<file path="src/rtl/gf26_forney.sv">
// Forney error-magnitude stage for the GF(2^6) Reed-Solomon decoder: e = Omega(X^-1) / Lambda'(X^-1).
// Optional macro GF26_FORNEY_FCR0_EN selects first consecutive root alpha^0 (extra loc multiply).
package gf26_pkg;
    // Shift-and-add multiply modulo x^6+x+1.
    function automatic logic [5:0] gf_mul(input logic [5:0] a, input logic [5:0] b);
        logic [5:0] acc;
        logic [5:0] sh;
        // NOTE: blocking assignments are correct here; this is combinational function scope, not state.
        acc = '0;
        sh  = a;
        for (int i = 0; i < 6; i++) begin
            if (b[i]) acc = acc ^ sh;
            sh = {sh[4:0], 1'b0} ^ (sh[5] ? 6'h03 : 6'h00);
        end
        return acc;
    endfunction
endpackage

// Multiplicative inverse by stepping a candidate through powers of alpha until cand*base == 1.
module gf26_inverse (
    input  logic       clk,
    input  logic       resetN,
    input  logic       start,
    input  logic [5:0] base,
    output logic       finish_flag,
    output logic [5:0] z
);
    import gf26_pkg::*;

    logic       running;
    logic [5:0] base_q;
    logic [5:0] cand;
    logic [5:0] tries;

    always_ff @(posedge clk or negedge resetN) begin
        if (!resetN) begin
            running     <= 1'b0;
            base_q      <= '0;
            cand        <= '0;
            tries       <= '0;
            finish_flag <= 1'b0;
            z           <= '0;
        end else if (start) begin
            running     <= 1'b1;
            base_q      <= base;
            cand        <= 6'h01;
            tries       <= '0;
            finish_flag <= 1'b0;
        end else if (running) begin
            if (gf_mul(cand, base_q) == 6'h01) begin
                z           <= cand;
                finish_flag <= 1'b1;
                running     <= 1'b0;
            end else if (tries == 6'd62) begin
                // Base was zero: no inverse exists, report 0.
                z           <= '0;
                finish_flag <= 1'b1;
                running     <= 1'b0;
            end else begin
                cand  <= gf_mul(cand, 6'h02);
                tries <= tries + 6'd1;
            end
        end
    end
endmodule

module gf26_forney #(
    parameter int T = 3,
    parameter int M = 6
) (
    input  logic             clk,
    input  logic             resetN,
    input  logic             start,
    input  logic [M-1:0]     loc,
    input  logic [M*T-1:0]   omega,
    input  logic [M*(T+1)-1:0] lambda,
    output logic             busy,
    output logic             finish_flag,
    output logic             fail_flag,
    output logic [M-1:0]     err_val
);
    import gf26_pkg::*;

    localparam int IW = (T > 1) ? $clog2(T) : 1;

    typedef enum logic [3:0] {
        IDLE, INV_LOC, WAIT_LOC, EVAL, CHECK, INV_DEN, WAIT_DEN, MUL, DONE
    } state_t;

    state_t state, next_state;

    logic                  start_q;
    logic [M-1:0]          loc_q;
    logic [M*T-1:0]        omega_q;
    logic [M*(T+1)-1:0]    lambda_q;
    logic [M-1:0]          xinv, deninv, num, den;
    logic [IW-1:0]         idx;
    logic [1:0]            wcnt;
`ifdef GF26_FORNEY_FCR0_EN
    logic                  mul_phase;
`endif

    logic                  accept;
    logic                  inv_start;
    logic [M-1:0]          inv_base;
    logic                  inv_done;
    logic [M-1:0]          inv_z;
    logic [M-1:0]          om_coef;
    logic [M-1:0]          dl_coef;

    assign accept = (state == IDLE) && start && !start_q;
    assign busy   = (state != IDLE) && (state != DONE);

    gf26_inverse u_inv (
        .clk         (clk),
        .resetN      (resetN),
        .start       (inv_start),
        .base        (inv_base),
        .finish_flag (inv_done),
        .z           (inv_z)
    );

    always_ff @(posedge clk or negedge resetN) begin
        if (!resetN) state <= IDLE;
        else         state <= next_state;
    end

    always_comb begin
        // NOTE: every combinational output gets a default first so no path can infer a latch.
        next_state = state;
        inv_start  = 1'b0;
        inv_base   = loc_q;
        // Lambda' keeps only odd-index terms: coefficient of x^j is lambda_(j+1) for even j.
        om_coef    = omega_q[M*int'(idx) +: M];
        dl_coef    = idx[0] ? '0 : lambda_q[M*(int'(idx)+1) +: M];
        unique case (state)
            IDLE:     if (accept) next_state = (loc == '0) ? DONE : INV_LOC;
            INV_LOC:  begin inv_start = 1'b1; next_state = WAIT_LOC; end
            WAIT_LOC: if (wcnt == 2'd2 && inv_done) next_state = EVAL;
            EVAL:     if (idx == '0) next_state = CHECK;
            CHECK:    next_state = (den == '0) ? DONE : INV_DEN;
            INV_DEN:  begin inv_start = 1'b1; inv_base = den; next_state = WAIT_DEN; end
            WAIT_DEN: if (wcnt == 2'd2 && inv_done) next_state = MUL;
`ifdef GF26_FORNEY_FCR0_EN
            MUL:      if (mul_phase) next_state = DONE;
`else
            MUL:      next_state = DONE;
`endif
            DONE:     next_state = IDLE;
            default:  next_state = IDLE;
        endcase
    end

    always_ff @(posedge clk or negedge resetN) begin
        if (!resetN) begin
            start_q     <= 1'b0;
            loc_q       <= '0;
            omega_q     <= '0;
            lambda_q    <= '0;
            xinv        <= '0;
            deninv      <= '0;
            num         <= '0;
            den         <= '0;
            idx         <= '0;
            wcnt        <= '0;
`ifdef GF26_FORNEY_FCR0_EN
            mul_phase   <= 1'b0;
`endif
            finish_flag <= 1'b0;
            fail_flag   <= 1'b0;
            err_val     <= '0;
        end else begin
            start_q <= start;
            case (state)
                IDLE: if (accept) begin
                    loc_q       <= loc;
                    omega_q     <= omega;
                    lambda_q    <= lambda;
                    finish_flag <= 1'b0;
                    fail_flag   <= 1'b0;
                    if (loc == '0) begin
                        fail_flag <= 1'b1;
                        err_val   <= '0;
                    end
                end
                INV_LOC, INV_DEN: wcnt <= '0;
                // The inverse's finish flag is sticky, so it is only trusted after two cycles.
                WAIT_LOC: begin
                    if (wcnt != 2'd2) wcnt <= wcnt + 2'd1;
                    else if (inv_done) begin
                        xinv <= inv_z;
                        num  <= '0;
                        den  <= '0;
                        idx  <= IW'(T-1);
                    end
                end
                EVAL: begin
                    num <= gf_mul(num, xinv) ^ om_coef;
                    den <= gf_mul(den, xinv) ^ dl_coef;
                    idx <= idx - IW'(1);
                end
                CHECK: if (den == '0) begin
                    fail_flag <= 1'b1;
                    err_val   <= '0;
                end
                WAIT_DEN: begin
                    if (wcnt != 2'd2) wcnt <= wcnt + 2'd1;
                    else if (inv_done) deninv <= inv_z;
`ifdef GF26_FORNEY_FCR0_EN
                    mul_phase <= 1'b0;
`endif
                end
`ifdef GF26_FORNEY_FCR0_EN
                MUL: begin
                    if (!mul_phase) begin
                        err_val   <= gf_mul(num, deninv);
                        mul_phase <= 1'b1;
                    end else begin
                        err_val <= gf_mul(err_val, loc_q);
                    end
                end
`else
                MUL: err_val <= gf_mul(num, deninv);
`endif
                default: ;
            endcase
            if (next_state == DONE && state != DONE) finish_flag <= 1'b1;
        end
    end
endmodule

</file>
<file path="config.mk">
export PLATFORM = sky130hd
export DESIGN_NAME = gf26_forney
export DESIGN_NICKNAME = d
export VERILOG_FILES = /design/src/rtl/gf26_forney.sv
export SDC_FILE = /design/constraint.sdc
export NUM_CORES = 1
export LEC_CHECK = 0
export CAP_MARGIN = 10
export CORE_ASPECT_RATIO = 0.5
export CORE_MARGIN = 4
export CORE_UTILIZATION = 23
export CTS_CLUSTER_SIZE = 10
export DETAILED_ROUTE_END_ITERATION = 12
export GPL_ROUTABILITY_DRIVEN = 0
export PLACE_DENSITY_LB_ADDON = 0.1
export SYNTH_ARGS = -nofsm -noshare
export SYNTH_HDL_FRONTEND = slang
export SYNTH_SLANG_ARGS = --single-unit
</file>
<file path="constraint.sdc">
create_clock -name clk -period 4.54 [get_ports clk]
set_input_delay 0.908 -clock clk [delete_from_list [all_inputs] [get_ports clk]]
set_output_delay 0.908 -clock clk [all_outputs]
set_load 0.02 [all_outputs]
</file>
# Word-level counts from Yosys, hierarchy flattened
# Cells that the tools add are included.
[classes]
add_sub_neg = 4
multipliers = 2
eq_ne = 21
shift = 2
n_mux = 116
bitwise_logic = 39
n_reduce_logical = 33
[ops]
columns = ["cell", "count"]
rows = [
  ["$mux W6", 70],
  ["$xor A6 B6 Y6", 27],
  ["$xor A6 B2 Y6", 10],
  ["$mux W2", 18],
  ["$pmux W4 S8", 1],
  ["$mux W4", 6],
  ["$pmux W6 S2", 2],
  ["$shiftx A24 B7 Y6", 1],
  ["$pmux W6 S3", 1],
  ["$reduce_and A3 Y1", 6],
  ["$shiftx A18 B6 Y6", 1],
  ["$eq A4 B3 Y1 const B", 4],
  ["$mux W1", 15],
  ["$reduce_bool A2 Y1", 7],
  ["$logic_not A6 Y1", 2],
  ["$ne A2 B2 Y1 const B", 6],
  ["$eq A4 B2 Y1 const B", 2],
  ["$pmux W2 S2", 2],
  ["$reduce_and A2 Y1", 4],
  ["$add A6 B1 Y6 const B", 1],
  ["$eq A6 B1 Y1 const B", 1],
  ["$eq A6 B6 Y1 const B", 1],
  ["$ne A2 B1 Y1 const B", 3],
  ["$reduce_bool A3 Y1", 2],
  ["other kinds (18)", 24],
]
[word_totals]
ff_bits = 115
inputBits = 51
word_cells = 237

# Logic depth before layout (Yosys ltp)
# Gate-level depths: netlist of run 1.
[logic_depth]
ltp_word = 28
mapped_depth = 10
ltp_nobuf = 8

# Hierarchy
# Synthesis of run 1 repeated with hierarchy kept, for this count alone.
[hier_totals]
hier_cells = 735
hier_area_um2 = 6896.6
[modules_own_cells]
columns = ["mod", "n_inst", "cells_each", "area_each_um2"]
rows = [
  ["gf26_forney", 1, 548, 5098.6],
  ["gf26_inverse", 1, 187, 1798.0],
]

# Worst setup path after synthesis of run 1
# OpenSTA, ideal clock, no wires.
[synth_path]
path_type = "register -> register"
from = "reg u_inv.cand[0]"
to = "reg u_inv.z[0]"
arrival_ps = 1950
slack_ps = 2469
stages_incl_launch_ff = 11
cell_sequence = "dfrtp_1 -> buf_4 -> xor2_1 -> nand2_1 -> xor2_1 -> xnor2_1 -> xnor2_1 -> nor3_4 -> and3_1 -> buf_4 -> a22o_1"
[synth_between]
elab_chain_cells = 26
[synth_rtl]
columns = ["element", "line_no", "source"]
rows = [
  ["start, declared", "32", "logic [5:0] cand;"],
  ["start signal, assigned", "60", "cand <= gf_mul(cand, 6'h02);"],
  ["$mux W6", "12", "if (b[i]) acc = acc ^ sh;"],
  ["$mux W6", "49", "end else if (running) begin"],
  ["$mux W6", "43", "end else if (start) begin"],
  ["$xor A6 B6 Y6", "12", ""],
  ["$mux W6", "12", ""],
  ["$mux W6", "49", ""],
  ["$mux W6", "43", ""],
  ["$xor A6 B6 Y6", "12", ""],
  ["(+10 left out)", "--", ""],
  ["$mux W6", "43", ""],
  ["$xor A6 B6 Y6", "12", ""],
  ["$mux W6", "12", ""],
  ["$mux W6", "49", ""],
  ["$mux W6", "43", ""],
  ["$eq A6 B1 Y1", "50", "if (gf_mul(cand, base_q) == 6'h01) begin"],
  ["$reduce_bool A2 Y1 (no source line)", "--", ""],
  ["$reduce_and A3 Y1 (no source line)", "--", ""],
  ["end signal, assigned", "51", "z <= cand;"],
  ["end, declared", "26", "output logic [5:0] z"],
]
# Parallel ways exist; a longest one is shown, timed or not. The select of a mux whose other input is x is not followed.
# A chain may end at the register's enable or synchronous reset.

# Final worst setup path of run 1
[layout_path]
from = "reg state[2]"
to = "out busy"
[layout_between]
elab_chain_cells = 2
[layout_rtl]
columns = ["element", "line_no", "source"]
rows = [
  ["start, declared", "90", "state_t state, next_state;"],
  ["start signal, assigned", "125", "else state <= next_state;"],
  ["$ne A4 B4 Y1 / $reduce_bool A4 Y1 (equally long branches)", "112", "assign busy = (state != IDLE) && (state != DONE);"],
  ["$logic_and A1 B1 Y1 (*)", "112", ""],
  ["end, declared", "77", "output logic busy,"],
]
# Mark *: on every way between the ends. The rest lies on a longest branch, timed or not.

==> results of run 1 <==
[kinds of logic (layout without fill, tap and decap cells)]
family                   after synthesis  after routing  share of synthesized area [%]
AND/OR/NAND/NOR                      242            242                           15.6
XOR/XNOR                             127            127                           16.6
AO/OA/AOI/OAI                        120            120                           11.0
flip-flops                           103            103                           38.0
multiplexers                          81             81                           12.9
buffers and inverters                 76             86                           4.88
adder cells (fa/ha/maj)                6              6                           1.11
[worst min-delay path, cell delays in order, from the launching register on]
cell and delay, ns:
dfrtp_1 0.35, nand2_1 0.05, nand2_1 0.05
[worst paths after layout]
path | slack [ns] | end
max | 1.57 | busy
min | 0.48 | finish_flag
max reg2reg | 1.67 | u_inv.cand[5]
min reg2reg | 0.48 | finish_flag
max in group asynchronous | 3.06 | u_inv.finish_flag
min in group asynchronous | 0.62 | num[0]
[metal layers]
| layer | up-vias | share of wire [%] | GRT usage, % |
|---|---|---|---|
| li1 | 2559 | - | - |
| met1 | 2507 | 52 | 16.0 |
| met2 | 42 | 45 | 19.1 |
| met3 | 9 | 2.4 | 2.91 |
| met4 | 0 | 0.96 | 2.64 |
| met5 | - | 0 | 0 |
[sequential cells by signal, summed over array words and instances, names as in the netlist, 2 cells and up]
name / flops
omega_q: 18
lambda_q: 12
den: 6
deninv: 6
err_val: 6
loc_q: 6
num: 6
u_inv.base_q: 6
u_inv.cand: 6
u_inv.tries: 6
u_inv.z: 6
xinv: 6
state: 4
idx: 2
wcnt: 2
[cell type report]
cell class / count / area (um^2)
clock buffer: 9 / 225
inverter: 17 / 63.8
timing repair buffer: 53 / 510
tap: 391 / 489
sequential: 103 / 2580
fill: 3070 / 21200
clock inverter: 7 / 103
multi-input combinational: 576 / 3880
[power groups by stage]
stage | Clock, mW | Sequential (mW) | Combinational (mW)
after floorplan | 0 | 0.936 | 0.000975
after global placement | 0 | 0.935 | 0.0581
after detailed placement | 0 | 0.935 | 0.0583
after CTS | 0.930 | 0.917 | 0.0585
after global routing | 0.966 | 0.917 | 0.0631
final | 0.887 | 0.917 | 0.0550
[cell usage after synthesis (15+ instances only)]
cell and number:
xnor2_1 102, nor2_1 42, dfrtp_1 103, mux2i_1 31, o22ai_1 16, nand2_1 144, inv_1 15, xor2_1 23
nand3_1 19, clkbuf_1 41, mux2_2 49, a21oi_1 32, o21ai_0 33
==> summary.txt, run 1 <==
Synthesis
  – Count of cell types in the netlist: 53
  – Net count of the mapped netlist: 812
  – Warnings, synthesis: 0
  – Proportion of register bits with asynchronous set or reset after synthesis: 100%
  – Synth area leaders: dfrtp_1 38%, xnor2_1 13%, mux2_2 8.1%
  – Number of storage elements in the synthesis netlist: 103
  – Synthesized area: 0.00679 mm^2
  – Largest area contributor in the netlist: dfrtp_1
  – Post-synth top area share: 38.0%
  – Number of enable-type register cells in the synthesized netlist: 0
  – Mapped Avg Cell Area: 8.99 um^2
  – Synth Flop Type: dfrtp_1
  – Sequential element share of the synthesized area: 38.0%
  – Cells after synthesis: 755

Place
  – Post-placement worst setup slack: 1.59 ns
  – Detailed placer's ending HPWL: 12500 um
  – Cell Count Post-Placement: 1139
  – Total placed instance area: 0.00751 mm^2
  – I/O Buffers: 47

Worst setup path
  – Worst path buffer plus inverter count: 2
  – Critical Setup Path Class: flop to output port
  – Logic depth of the worst register-to-register path: 8
  – Cell chain of the critical path: inv_1 -> nand2_1 -> clkdlybuf4s50_1
  – Slowest cell delay on critical path: 0.71 ns
  – Category of cells accounting for the largest share of critical-path delay: buffers and inverters
  – CP Data Arrival Time: 2.06 ns
  – Startpoint of the worst setup timing path: state[2]
  – Slowest cell on the critical path: dfrtp_1
  – CP Launch Type: flop
  – Critical path capture point type: output port
  – Number of gates on the worst path with buffers counted: 3
  – Required time of the worst setup path: 3.63 ns
  – R2r startpoint: u_inv.cand[4]
  – Max Fanout on Critical Path: 13

Die
  – Row Count: 44
  – Width of the die: 251 um
  – I/O pin cnt: 60
  – Initial core utilization: 23.4%
  – Placeable core region: 0.0290 mm^2
  – Height of the die: 129 um
  – Area of the die: 0.0325 mm^2

Pwr
  – Power after layout: 1.86 mW
  – Power density over the cells: 237 mW/mm^2
  – Clock power share: 47.7%
  – Comb power frac: 3.0%
  – Leakage power of the design: 3.07 nW
  – Net switching power: 0.421 mW
  – Cell internal power dissipation: 1.44 mW
  – Sw frac: 22.6%
  – Power share of the sequential group: 49.3%
  – Max rail drop VDD: 0.000168 V

Global routing
  – Gr usage total: 11.8%
  – Global-route wire length before repair: 29900 um
  – Overflow left after global routing: 0
  – Vias in the first global route: 5229
  – Number of antenna violations at the first check in global routing: 0
  – Maximum number of pins on one net before global-route repair: 57

CTS
  – Post CTS Setup Buffer Count: 0
  – Cell at the root of the clock tree: clkbuf_16
  – Worst-skew pair later-pin latency: 0.37 ns
  – Clock input transition at the sequential cells of the worst setup and hold paths: 0.08 ns
  – Clock buffers created by TritonCTS: 9
  – TritonCTS clock tree: done
  – Sink Count: 103
  – Post_cts resized: 0
  – Deepest clock path buffer count: 2
  – Number of levels the H-tree was split into: 3
  – Number of hold-repair buffers added at the cts stage: 0

Routing
  – Number of vias per cell after detailed routing: 4.43
  – Vias: 5117
  – Number of nets still failing antenna checks after routing: 0
  – Starting DRC count in detailed routing: 280
  – DRC violation count after routing: 0
  – Total wirelength of the detailed-routed design: 18300 um
  – Total iterations of the first detailed-routing run: 4
  – Post-detailed-route wirelength per cell: 15.8 um

STA
  – Slew at the pin with the worst max-slew slack: 0.939 ns
  – Setup-violating endpoint count in the final report: 0
  – Setup repair after global routing missed its margin: no
  – Slew margin rel.: 37.2%
  – Clock period minus worst slack: 2.97 ns
  – Total negative slack for setup checks: 0 ns
  – Worst hold margin: 0.480 ns
  – Final worst setup slack: 1.57 ns
  – Peak clock frequency supported by timing: 337 MHz
  – Final Hold Violating Endpoints: 0
  – Clock Skew: 0.0136 ns
  – Pins over their slew limit: 0
  – Post-route fraction of the period consumed by the critical path: 65.4%

Job
  – Max-capacitance violation count: 0

Hold path
  – Number of stages on the worst hold path: 2
  – Min-delay src: finish_flag
  – Kind of path behind the tightest hold check: flop to flop

Final layout
  – Share of cells above drive strength 1: 10.3%
  – Utilization after layout: 27.0%
  – Leading cell type in the layout, fill and taps excluded: nand2_1
  – Final standard cell count with taps included and fillers excluded: 1156
  – Final #Nets: 817
  – Count of antenna diodes in the layout: 0
  – Synth-to-layout area growth: 15.6%
  – Final cell area excluding filler cells: 0.00785 mm^2
  – Most used cells in the layout excluding fill and tap cells: 144 x nand2_1, 103 x dfrtp_1, 102 x xnor2_1

Run status
  – Result of the run: finished, final reports clean
(Power assumes the default switching activity.)
==> inputs of run 2 (changes only) <==
==> constraint.sdc (replaced) <==
create_clock -name clk -period 2.6 [get_ports clk]
set_input_delay 0.52 -clock clk [delete_from_list [all_inputs] [get_ports clk]]
set_output_delay 0.52 -clock clk [all_outputs]
set_load 0.02 [all_outputs]
==> summary.txt, run 2 (synthesis results as in run 1) <==
Place
  – Cell Count Post-Placement: 1179 (was 1139)
  – I/O Buffers: 47 (unchanged)
  – Total placed instance area: 0.00785 mm^2 (was 0.00751 mm^2)
  – Detailed placer's ending HPWL: 13300 um (was 12500 um)
  – Post-placement worst setup slack: 0.0925 ns (was 1.59 ns)

Routing
  – Detailed-route wire length on metal 1: 9690 um (was 9480 um)
  – Post-detailed-route wirelength per cell: 15.7 um (was 15.8 um)
  – Number of nets still failing antenna checks after routing: 0 (unchanged)
  – Routed length on met2: 8240 um (was 8170 um)
  – Length of routed met3 wiring: 621 um (was 446 um)
  – Max Used Layer: met4 (unchanged)
  – Number of vias per cell after detailed routing: 4.45 (was 4.43)
  – Starting DRC count in detailed routing: 302 (was 280)
  – Vias: 5312 (was 5117)
  – Total wirelength of the detailed-routed design: 18700 um (was 18300 um)
  – Total iterations of the first detailed-routing run: 5 (was 4)
  – DRC violation count after routing: 0 (unchanged)

Final layout
  – Largest registers ranked by flip-flop count: omega_q x18, lambda_q x12 (unchanged)
  – Area of combinational cells with multiple inputs: 0.00390 mm^2 (was 0.00388 mm^2)
  – Share of cells above drive strength 1: 15.9% (was 10.3%)
  – Max reg flops: 18 (unchanged)
  – Most flop-heavy register: omega_q (unchanged)
  – Final cell area excluding filler cells: 0.00819 mm^2 (was 0.00785 mm^2)
  – Leading cell type in the layout, fill and taps excluded: nand2_1 (unchanged)
  – Number of fill cells: 3071 (was 3070)
  – Synth-to-layout area growth: 20.7% (was 15.6%)
  – Final standard cell count with taps included and fillers excluded: 1194 (was 1156)
  – Count of antenna diodes in the layout: 0 (unchanged)
  – Most used cells in the layout excluding fill and tap cells: 144 x nand2_1, 100 x xnor2_1, 96 x dfrtp_1 (was 144 x nand2_1, 103 x dfrtp_1, 102 x xnor2_1)
  – Final #Nets: 856 (was 817)
  – Area used by sequential logic in the layout: 0.00259 mm^2 (was 0.00258 mm^2)

STA
  – Final worst setup slack: 0.173 ns (was 1.57 ns)
  – Clock Skew: 0.0116 ns (was 0.0136 ns)
  – Peak clock frequency supported by timing: 412 MHz
  – Total negative slack for setup checks: 0 ns (unchanged)
  – Post-route fraction of the period consumed by the critical path: 93.3%
  – Clock period minus worst slack: 2.43 ns
  – Worst hold margin: 0.107 ns (was 0.480 ns)
  – Slew at the pin with the worst max-slew slack: 0.819 ns (was 0.939 ns)
  – Setup repair after global routing missed its margin: no (unchanged)
  – Setup-violating endpoint count in the final report: 0 (unchanged)
  – Final Hold Violating Endpoints: 0 (unchanged)
  – Pins over their slew limit: 0 (unchanged)
  – Slew margin rel.: 45.0% (was 37.2%)

Pwr
  – Sw frac: 22.2% (was 22.6%)
  – Max rail drop VDD: 0.000308 V (was 0.000168 V)
  – Leakage power of the design: 3.28 nW (was 3.07 nW)
  – Cell internal power dissipation: 2.45 mW (was 1.44 mW)
  – Clock power share: 46.1% (was 47.7%)
  – Net switching power: 0.699 mW (was 0.421 mW)
  – Power share of the sequential group: 50.8% (was 49.3%)
  – Comb power frac: 3.1% (was 3.0%)
  – Power density over the cells: 385 mW/mm^2 (was 237 mW/mm^2)

Run status
  – Result of the run: finished, final reports clean (unchanged)

Worst setup path
  – CP Launch Type: flop (unchanged)
  – Critical path capture point type: flop (was output port)
  – Library cell appearing most often on the critical path: buf_4
  – Slowest cell delay on critical path: 0.58 ns (was 0.71 ns)
  – Max Fanout on Critical Path: 10 (was 13)
  – Required time of the worst setup path: 2.88 ns (was 3.63 ns)
  – Critical Setup Path Class: flop to flop (was flop to output port)
  – Category of cells accounting for the largest share of critical-path delay: flip-flops (was buffers and inverters)
  – Slowest cell on the critical path: dfrtp_1 (unchanged)
  – Worst path buffer plus inverter count: 2 (unchanged)
  – Cell chain of the critical path: nor2_1 -> mux2_1 -> a21oi_1 -> xnor2_1 -> nand4_1 -> buf_4 -> nor3_4 -> nand3b_1 -> buf_4 -> mux2i_1 (was inv_1 -> nand2_1 -> clkdlybuf4s50_1)
  – CP Data Arrival Time: 2.71 ns (was 2.06 ns)
  – Register-to-register setup slack: 0.17 ns (was 1.67 ns)

Die
  – Area of the die: 0.0325 mm^2 (unchanged)
  – Width of the die: 251 um (unchanged)
  – I/O pin cnt: 60 (unchanged)
  – Placeable core region: 0.0290 mm^2 (unchanged)
  – Row Count: 44 (unchanged)
  – Height of the die: 129 um (unchanged)
  – Initial core utilization: 23.4% (unchanged)

Job
  – Max-capacitance violation count: 0 (unchanged)

CTS
  – Clock input transition at the sequential cells of the worst setup and hold paths: 0.08 ns (about the same)
  – Number of levels the H-tree was split into: 3 (unchanged)
  – TritonCTS clock tree: done (unchanged)
  – Deepest clock path buffer count: 2 (unchanged)
  – Worst-skew pair later-pin latency: 0.37 ns (about the same)
  – Clock buffers created by TritonCTS: 9 (unchanged)
  – Sink Count: 103 (unchanged)
  – Cell at the root of the clock tree: clkbuf_16 (unchanged)

Global routing
  – Vias in the first global route: 5218 (was 5229)
  – Number of antenna violations at the first check in global routing: 0 (unchanged)
  – Global-route wire length before repair: 30100 um (was 29900 um)
  – Maximum number of pins on one net before global-route repair: 49 (was 57)
  – Gr usage total: 11.8% (about the same)
  – Overflow left after global routing: 0 (unchanged)

Hold path
  – Kind of path behind the tightest hold check: primary input to async pin (was flop to flop)
## run 2: cell count changes in the layout (fill, tap and decap cells not counted), sizes merged
cell      previous run  this run
buf                  6        46
bufinv               2         1
clkbuf              10        11
clkinv               4         2
clkinvlp             0         2
inv                 18        16
## run 2: worst register-to-register path, stage by stage (launching register included)
cell	delay (ns)
dfrtp_1	0.58
nor2_1	0.07
mux2_1	0.29
a21oi_1	0.17
xnor2_1	0.14
nand4_1	0.20
buf_4	0.20
nor3_4	0.15
nand3b_1	0.15
buf_4	0.18
mux2i_1	0.20
## run 2: path summary, 6_finish.rpt
check	end	start	cells past startpoint
min reg2reg	err_val[3]	err_val[3]	2
min	den[3]	resetN	1
max reg2reg	u_inv.cand[4]	u_inv.base_q[0]	10
max in group asynchronous	err_val[4]	resetN	2
min in group clk	err_val[3]	err_val[3]	2
max	u_inv.cand[4]	u_inv.base_q[0]	10
## run 2: per-stage QoR
stage,util [%],power (mW)
global route,28.2,3.28
detailed placement,27.1,1.74
global placement,27.1,1.74
CTS,28.1,3.23
finish,28.2,3.15
floorplan,-,1.64
## run 2: repair_timing
item,in CTS,in global routing
hold buffers,0,0
gates resized for setup,0,11
setup endpoints to repair,0,18
setup buffers,0,0
endpoints found under the hold margin,0,0
## run 2: final cells by class
cell class	instances	share of cell area (%)
clock inverter	4	0.657
multi-input combinational	576	47.6
tap	391	5.97
timing repair buffer	92	10.3
inverter	17	0.779
clock buffer	11	3.08
sequential	103	31.6
## run 2: per-layer routing
metal	GRT usage (%)	up-vias
met5	0	-
met4	2.54	0
met3	2.55	9
met2	18.2	75
met1	17.1	2586
li1	-	2642
## run 2: power by group through the flow
| stage | combinational, mW | clock (mW) | sequential [mW] |
|---|---|---|---|
| detailed placement | 0.105 | 0 | 1.63 |
| global route | 0.112 | 1.56 | 1.60 |
| finish | 0.0988 | 1.45 | 1.60 |
| global placement | 0.103 | 0 | 1.63 |
| CTS | 0.105 | 1.53 | 1.60 |
| floorplan | 0.00170 | 0 | 1.63 |
==> inputs of run 3 (changes only) <==
--- a/config.mk
+++ b/config.mk
@@ -9,10 +9,12 @@
 export CORE_ASPECT_RATIO = 0.5
 export CORE_MARGIN = 4
 export CORE_UTILIZATION = 23
+export CTS_BUF_LIST = sky130_fd_sc_hd__clkbuf_4 sky130_fd_sc_hd__clkbuf_8 sky130_fd_sc_hd__clkbuf_16
 export CTS_CLUSTER_SIZE = 10
 export DETAILED_ROUTE_END_ITERATION = 12
 export GPL_ROUTABILITY_DRIVEN = 0
 export PLACE_DENSITY_LB_ADDON = 0.1
+export SETUP_SLACK_MARGIN = 0.2
 export SYNTH_ARGS = -nofsm -noshare
 export SYNTH_HDL_FRONTEND = slang
 export SYNTH_SLANG_ARGS = --single-unit
==> summary.txt, run 3 (synthesis results as in run 1) <==
Run status
  – Result of the run: finished, final reports clean (unchanged)

Global routing
  – Vias in the first global route: 5247 (was 5218)
  – Global-route wire length before repair: 30200 um (was 30100 um)
  – Maximum number of pins on one net before global-route repair: 49 (unchanged)
  – Gr usage total: 11.9% (was 11.8%)
  – Number of antenna violations at the first check in global routing: 0 (unchanged)
  – Overflow left after global routing: 0 (unchanged)

Pwr
  – Power after layout: 3.16 mW (was 3.15 mW)
  – Max rail drop VDD: 0.000308 V (about the same)
  – Leakage power of the design: 3.41 nW (was 3.28 nW)
  – Power density over the cells: 371 mW/mm^2 (was 385 mW/mm^2)

Worst setup path
  – Logic depth of the worst register-to-register path: 11 (was 10)
  – Required time of the worst setup path: 2.89 ns (was 2.88 ns)
  – Startpoint of the worst setup timing path: u_inv.cand[3] (was u_inv.base_q[0])
  – Destination of the worst register-to-register timing path: u_inv.tries[4] (was u_inv.cand[4])
  – CP Data Arrival Time: 2.65 ns (was 2.71 ns)
  – R2r startpoint: u_inv.cand[3] (was u_inv.base_q[0])
  – Max Fanout on Critical Path: 8 (was 10)
  – Critical path capture point type: flop (unchanged)
  – CP Launch Type: flop (unchanged)
  – Register-to-register setup slack: 0.24 ns (was 0.17 ns)
  – Critical Setup Path Class: flop to flop (unchanged)
  – CP Capture Point: u_inv.tries[4] (was u_inv.cand[4])

Die
  – I/O pin cnt: 60 (unchanged)
  – Width of the die: 251 um (unchanged)
  – Row Count: 44 (unchanged)
  – Area of the die: 0.0325 mm^2 (unchanged)
  – Placeable core region: 0.0290 mm^2 (unchanged)
  – Height of the die: 129 um (unchanged)
  – Initial core utilization: 23.4% (unchanged)

Final layout
  – Leading cell type in the layout, fill and taps excluded: nand2_1 (unchanged)
  – Largest registers ranked by flip-flop count: omega_q x18, lambda_q x12 (unchanged)
  – Count of antenna diodes in the layout: 0 (unchanged)
  – Utilization after layout: 29.4% (was 28.2%)
  – Most flop-heavy register: omega_q (unchanged)
  – Synth-to-layout area growth: 25.6% (was 20.7%)
  – Most used cells in the layout excluding fill and tap cells: 142 x nand2_1, 97 x xnor2_1, 92 x dfrtp_1 (was 144 x nand2_1, 100 x xnor2_1, 96 x dfrtp_1)
  – Number of fill cells: 3043 (was 3071)
  – Final #Nets: 875 (was 856)
  – Max reg flops: 18 (unchanged)
  – Share of cells above drive strength 1: 20.8% (was 15.9%)

CTS
  – Number of hold-repair buffers added at the cts stage: 0 (unchanged)
  – Number of levels the H-tree was split into: 3 (unchanged)
  – Clock buffers created by TritonCTS: 9 (unchanged)
  – Deepest clock path buffer count: 2 (unchanged)
  – TritonCTS clock tree: done (unchanged)
  – Sink Count: 103 (unchanged)
  – Cell at the root of the clock tree: clkbuf_16 (unchanged)
  – Worst-skew pair later-pin latency: 0.37 ns (about the same)
  – Clock input transition at the sequential cells of the worst setup and hold paths: 0.08 ns (about the same)

Routing
  – Number of nets still failing antenna checks after routing: 0 (unchanged)
  – DRC violation count after routing: 0 (unchanged)
  – Total iterations of the first detailed-routing run: 4 (was 5)
  – Starting DRC count in detailed routing: 338 (was 302)
  – Post-detailed-route wirelength per cell: 15.8 um (was 15.7 um)
  – Total wirelength of the detailed-routed design: 19200 um (was 18700 um)
  – Vias: 5381 (was 5312)
  – Number of vias per cell after detailed routing: 4.44 (was 4.45)

STA
  – Setup-violating endpoint count in the final report: 0 (unchanged)
  – Worst hold margin: 0.105 ns (was 0.107 ns)
  – Pins over their slew limit: 0 (unchanged)
  – Slew margin rel.: 48.3% (was 45.0%)
  – Slew at the pin with the worst max-slew slack: 0.770 ns (was 0.819 ns)
  – Clock period minus worst slack: 2.36 ns (was 2.43 ns)
  – Total negative slack for setup checks: 0 ns (unchanged)
  – Final Hold Violating Endpoints: 0 (unchanged)
  – Setup repair after global routing missed its margin: yes (was no)
  – Clock Skew: 0.0116 ns (about the same)
  – Peak clock frequency supported by timing: 423 MHz (was 412 MHz)
  – Post-route fraction of the period consumed by the critical path: 90.9% (was 93.3%)

Hold path
  – Kind of path behind the tightest hold check: primary input to async pin (unchanged)

Place
  – I/O Buffers: 47 (unchanged)
  – Detailed placer's ending HPWL: 13300 um (unchanged)

Job
  – Max-capacitance violation count: 0 (unchanged)
==> run 3: cell types whose count changed in the layout (fill, tap and decap cells not counted), sizes merged <==
cell | previous run | this run
buf | 46 | 64
clkbuf | 11 | 12
==> run 3: critical path, stage by stage (launching register included) <==
cell and delay (ns):
dfrtp_2 0.48, buf_12 0.16, mux2i_4 0.16, xnor2_2 0.13, a21oi_2 0.09, xnor2_2 0.16
xnor2_2 0.27, nor3_4 0.08, buf_4 0.14, buf_6 0.12, or3_1 0.36, a21oi_1 0.13
==> run 3: layer usage <==
metal	global-route usage, %	wire (um)	vias to the layer above
li1	-	-	2674
met1	17.1	9960	2630
met2	18.4	8500	64
met3	2.55	567	13
met4	2.54	169	0
met5	0	0	-
==> run 3: timing repair <==
item	4_1_cts	5_1_grt
pin swaps	1	25
gates resized for setup	14	38
setup endpoints to repair	19	23
buffers inserted	5	14
==> run 3: where the power goes <==
group / total (mW) / leakage (nW) / internal (mW) / switching [mW]
Sequential: 1.60 / 1.35 / 1.60 / 0.000226
Combinational: 0.0987 / 1.92 / 0.0543 / 0.0444
Clock: 1.46 / 0.144 / 0.798 / 0.660
Total: 3.16 / 3.41 / 2.45 / 0.704
==> run 3: worst min path at each step <==
stage	from	to	slack, ns
6_report	resetN	den[3]	0.10
5_1_grt	resetN	den[3]	0.14
4_1_cts	resetN	omega_q[10]	0.11
3_5_place_dp	err_val[0]	err_val[0]	0.48
3_3_place_gp	finish_flag	finish_flag	0.47
2_1_floorplan	resetN	den[0]	0.22
==> run 3: area by class of cell <==
type                       count  area (um^2)  share of cell area, %
clock buffer                  11          253                   2.96
clock inverter                 4         53.8                  0.631
inverter                      17         63.8                  0.749
multi-input combinational    576         4020                   47.1
sequential                   103         2590                   30.4
tap                          391          489                   5.74
timing repair buffer         111         1060                   12.4
==> run 3: through the flow <==
stage | setup slack [ns] | cells | instance area (um^2)
6_report | 0.237 | 1213 | 8520
2_1_floorplan | 0.529 | 755 | 6790
4_1_cts | 0.209 | 1199 | 8240
3_5_place_dp | 0.0925 | 1179 | 7850
5_1_grt | 0.0873 | 1213 | 8520
3_3_place_gp | 0.0827 | 1179 | 7850
